--- src/rtl/prog_stream_tx.sv ---
// rtl/prog_stream_tx.sv - bit-serial instruction-load transmitter
// Shifts host words out LSB first in one contiguous enable window per load.
module prog_stream_tx #(
  parameter int INSTR_WIDTH = 13,
  parameter int MAX_WORDS   = 1000,
  parameter int COUNT_WIDTH = 10
) (
  input  logic                   clk,
  input  logic                   reset,
  input  logic                   start,
  input  logic [COUNT_WIDTH-1:0] num_words,
  input  logic                   in_valid,
  input  logic [INSTR_WIDTH-1:0] in_word,
  output logic                   in_ready,
  output logic                   ser_en,
  output logic                   ser_data,
  output logic                   busy,
  output logic                   done,
  output logic                   underrun
);

  localparam int BC_W = $clog2(INSTR_WIDTH);
  localparam logic [BC_W-1:0]        BC_LAST = BC_W'(INSTR_WIDTH - 1);
  localparam logic [BC_W-1:0]        BC_ONE  = BC_W'(1);
  localparam logic [COUNT_WIDTH-1:0] CNT_ONE = COUNT_WIDTH'(1);
  localparam logic [COUNT_WIDTH-1:0] MAX_N   = COUNT_WIDTH'(MAX_WORDS);

  typedef enum logic [1:0] {S_IDLE, S_PRIME, S_SHIFT, S_FIN} state_t;

  state_t                 state, state_nx;
  logic [INSTR_WIDTH-1:0] sh, sh_nx;
  logic [INSTR_WIDTH-1:0] hold;
  logic                   hold_v, hold_v_nx;
  logic [BC_W-1:0]        bc, bc_nx;
  logic [COUNT_WIDTH-1:0] acc, acc_nx;
  logic [COUNT_WIDTH-1:0] sent, sent_nx;
  logic [COUNT_WIDTH-1:0] n, n_nx;
  logic [COUNT_WIDTH-1:0] n_req;
  logic                   underrun_nx;
  logic                   accept;

  assign n_req  = (num_words > MAX_N) ? MAX_N : num_words;
  assign busy   = (state != S_IDLE);
  assign done   = (state == S_FIN);
  // FIN discards the holding register, so words are not taken there.
  assign in_ready = ((state == S_PRIME) || (state == S_SHIFT)) && !hold_v && (acc < n);
  assign accept   = in_valid && in_ready;

  always_comb begin
    state_nx    = state;
    sh_nx       = sh;
    hold_v_nx   = hold_v;
    bc_nx       = bc;
    acc_nx      = acc;
    sent_nx     = sent;
    n_nx        = n;
    underrun_nx = underrun;
    if (accept) begin
      hold_v_nx = 1'b1;
      acc_nx    = acc + CNT_ONE;
    end
    case (state)
      S_IDLE: begin
        if (start) begin
          n_nx        = n_req;
          underrun_nx = 1'b0;
          acc_nx      = '0;
          sent_nx     = '0;
          hold_v_nx   = 1'b0;
          state_nx    = (n_req == '0) ? S_FIN : S_PRIME;
        end
      end
      S_PRIME: begin
        if (hold_v) begin
          sh_nx     = hold;
          hold_v_nx = 1'b0;
          bc_nx     = '0;
          state_nx  = S_SHIFT;
        end
      end
      S_SHIFT: begin
        if (bc == BC_LAST) begin
          sent_nx = sent + CNT_ONE;
          if (sent + CNT_ONE == n) begin
            state_nx = S_FIN;
          end else if (hold_v) begin
            // Reload on the same edge so the enable window has no gap.
            sh_nx     = hold;
            hold_v_nx = 1'b0;
            bc_nx     = '0;
          end else begin
            underrun_nx = 1'b1;
            state_nx    = S_FIN;
          end
        end else begin
          sh_nx = sh >> 1;
          bc_nx = bc + BC_ONE;
        end
      end
      S_FIN: begin
        hold_v_nx = 1'b0;
        state_nx  = S_IDLE;
      end
      default: state_nx = S_IDLE;
    endcase
  end

  always_ff @(posedge clk) begin
    if (reset) begin
      state    <= S_IDLE;
      sh       <= '0;
      hold     <= '0;
      hold_v   <= 1'b0;
      bc       <= '0;
      acc      <= '0;
      sent     <= '0;
      n        <= '0;
      underrun <= 1'b0;
      ser_en   <= 1'b0;
      ser_data <= 1'b0;
    end else begin
      state    <= state_nx;
      sh       <= sh_nx;
      hold_v   <= hold_v_nx;
      bc       <= bc_nx;
      acc      <= acc_nx;
      sent     <= sent_nx;
      n        <= n_nx;
      underrun <= underrun_nx;
      if (accept) hold <= in_word;
      ser_en   <= (state_nx == S_SHIFT);
      ser_data <= (state_nx == S_SHIFT) && sh_nx[0];
    end
  end

endmodule

--- config.mk ---
export PLATFORM = sky130hd
export DESIGN_NAME = prog_stream_tx
export DESIGN_NICKNAME = d
export VERILOG_FILES = /design/src/rtl/prog_stream_tx.sv
export SDC_FILE = /design/constraint.sdc
export NUM_CORES = 1
export LEC_CHECK = 0
export BUFFER_PORTS_ARGS = -buffer_cell sky130_fd_sc_hd__buf_2
export CAP_MARGIN = 20
export CORE_MARGIN = 1.5
export CORE_UTILIZATION = 54
export CTS_BUF_LIST = sky130_fd_sc_hd__clkbuf_16
export CTS_CLUSTER_DIAMETER = 150
export CTS_CLUSTER_SIZE = 8
export DETAILED_ROUTE_END_ITERATION = 6
export MAX_ROUTING_LAYER = met4
export PLACE_DENSITY = 0.76
export SKIP_LAST_GASP = 1
export SYNTH_ARGS = -nofsm -noshare
export SYNTH_HDL_FRONTEND = slang
export SYNTH_SLANG_ARGS = --single-unit
--- constraint.sdc ---
create_clock -name clk -period 2.2 [get_ports clk]
set_input_delay 0.11 -clock clk [delete_from_list [all_inputs] [get_ports clk]]
set_output_delay 0.11 -clock clk [all_outputs]
set_load 0.01 [all_outputs]
==> flow_summary.ini <==
[logic_synthesis]
synth_fp_nets = 498
yosys_warnings = 0
synthCells = 453
synthXorXnorAreaFrac_pct = 5.303
ys_types = 58
ys_seq_area_share_pct = 36.60
synth_area_per_cell_um2 = 7.968
synth_mux_area_share_pct = 0.5893
synth_adder_area_share_pct = 6.239
synth_edf_count = 0
yosys.area_share.simple_pct = 21.11
synth_compound_area_share_pct = 24.71
synth_top_family_by_area = compound AO/OA/AOI/OAI gates
async_flop_share_pct = 0
synth_seq_cells = 66
synth_ff_type = dfxtp_1
syn_area_um2 = 3610

[die]
io-pin-count = 33
fp-row-count = 29
fp.coreArea_um2 = 6422
die_area_um2 = 7184
start_util_pct = 56.20
chipWidth_um = 84.76
die_y_um = 84.76

[cts]
clkTransAtPathRegs_ns = 0.06
cts_sinks = 66
cts_tree = built
cts_made_buffers = 9
htree_levels = 3
root_buffer = clkbuf_16
clk_latency_ns = 0.34
cts_buffer_depth = 2

[power]
internal_power_mw = 2.689
swShare_pct = 30.38
seq_power_share_pct = 34.6
p_per_area_nw_per_um2 = 805.4
fin_total_pwr_mw = 3.863
max-vdd-ir-drop_uv = 634.7
pwr-share-comb_pct = 24.6
p_sw_mw = 1.173
pwr-share-clk_pct = 40.8
p_leak_nw = 1.858

[timing]
max_freq_ghz = 0.4490
relSlewSlack_pct = 67.71
post-route-period-util_pct = 101.2
finClkSkew_ns = 0.007208
worst_pin_slew_ns = 0.4843
period_needed_ns = 2.227
slew_viol_final = 0
setup_ws_ns = -0.02719
setup_viol = 2
rsz0062_at_grt = yes
timing.final.hold_violations = 0

[worst_setup_path]
path_common_cell = buf_12
cp_cell_sequence = nand3_1, xnor2_1, o31ai_2, nand3_2, a211oi_4, buf_12, buf_12, a2bb2oi_1, a21oi_1
max_stage_delay_ns = 0.39
end_kind = flip-flop
critPathLaunchType = flip-flop
critPathKind = reg -> reg
critPathMaxFanout = 8
cp_data_arrival_time_ns = 2.43
crit_required_ns = 2.40
slowest_stage = dfxtp_2

[status]
outcome = finished with violations
failed_checks = design-rule violations, negative setup slack

[cells_and_area]
diodes = 0
layout_common_cells = 61 x nand2_1, 52 x dfxtp_1, 44 x a21oi_1
drive_above_1_share_pct = 29.14
fillers = 441
multi_input_area_um2 = 2328
areaGrowthSynthToFinish_pct = 32.86
nets = 565
final_area_um2 = 4796
seq_area_um2 = 1351
layout_commonest_cell = nand2_1

[grt]
grt_max_degree = 29
grt_pass1_vias = 3330
grt_overflow = 0
grt_usage_pct = 27.66
antenna_found_initial = 0
grt_pass1_wl_um = 15330

[route]
wl_um = 9961
dr.pass1.iters = 7
drc_errors = 3
avgViaCountPerCell = 6.032
routedWlPerCell_um = 16.55
final_antenna_net_count = 0
num_vias = 3631
drt_iter0_markers = 253

[placed_design]
place_congestion = 0.9152
placed_area_um2 = 4018
portBuffers = 32
post-place-ws_ns = -0.1315
dp_hpwl_um = 6403

[flow_run]
drv_cap = 0

[hold_path]
worstHoldPathType = in -> reg
-- power by group through the flow --
stage	Combinational [mW]	Clock, mW	Sequential (mW)
6_report	0.948	1.58	1.34
5_1_grt	1.02	1.66	1.35
4_1_cts	0.809	1.60	1.33
3_5_place_dp	0.790	0	1.36
3_3_place_gp	0.769	0	1.35
2_1_floorplan	0.512	0	1.35
-- layout make-up --
class | count | share of cell area [%]
Timing Repair Buffer | 81 | 12.71
Clock inverter | 7 | 2.139
Clock buffer | 9 | 4.696
Inverter | 22 | 1.722
Sequential cell | 66 | 28.18
Tap cell | 77 | 2.009
Multi-Input combinational cell | 340 | 48.55
-- cells in the mapped netlist (6+ instances only) --
cell type  number  area share, %
a21oi_1        49            6.8
a2bb2oi_1      11            2.7
and3_1          6            1.0
and2_1          6            1.0
inv_1          22            2.3
a211oi_1        6            1.2
nand2_1        62            6.4
nor2_1         28            2.9
o21ai_1         7           0.97
o21ai_0        29            4.0
nand2b_1        6            1.0
xnor2_1        15            3.6
ha_1           18            6.2
clkbuf_1       17            1.8
dfxtp_1        66             37
nand3_1        26            3.6
-- state kept, by name, summed over array words and instances (netlist names) --
| name | cells |
|---|---|
| hold | 13 |
| acc | 10 |
| sh | 13 |
| underrun | 1 |
| ser_en | 1 |
| bc | 4 |
| n | 10 |
| hold_v | 1 |
| ser_data | 1 |
| state | 2 |
| sent | 10 |
-- cell families after synthesis --
group | count (synthesis)
compound gates | 140
fa+ha+maj | 18
xor+xnor | 21
flops | 66
simple gates | 159
buf+inv | 47
mux | 2
-- timing repair --
action	CTS	global route
endpoints found under the setup margin	21	42
buffers inserted	0	13
cloned	0	2
hold buffers	2	0
gates resized for setup	5	61
pin swaps	1	28
endpoints found under the hold margin	2	0
-- critical path, delay by kind of cell, from the launching register on --
family                    cells  cell delay [ns]
AOI/OAI and AO/OA             4             0.82
xor gates and xnor gates      1             0.20
buffers and inverters         2             0.28
DFF                           1             0.39
and+or+nand+nor               2             0.40
-- per-stage QoR --
step                      hold WS (ns)  setup TNS [ns]  util (%)  cells
after floorplan                 0.2186               0         -    453
after global placement          0.3274      -0.0009481     62.56    569
after detailed placement        0.3248         -0.4985     62.56    569
after CTS                     0.004627               0     68.36    587
after global routing           0.01364         -0.9637     74.67    602
final                         0.008969        -0.04001     74.67    602
-- worst paths after layout --
kind | from | to | slack (ns) | cells past startpoint
worst min-delay path | in_word[8] | hold[8] | 0.009 | 3
worst max register to register | sent[2] | sh[8] | -0.03 | 9
worst min register to register | hold[8] | hold[8] | 0.45 | 2
worst max-delay path | sent[2] | sh[8] | -0.03 | 9
-- layer usage --
metal	vias to the layer above	global-route usage [%]	share of wire, %
met3	21	6.293	5.7
met1	1698	34.35	44
met2	154	43.27	48
li1	1758	-	-
met5	-	-	0
met4	0	11.77	2.4
(Power assumes the default switching activity.)
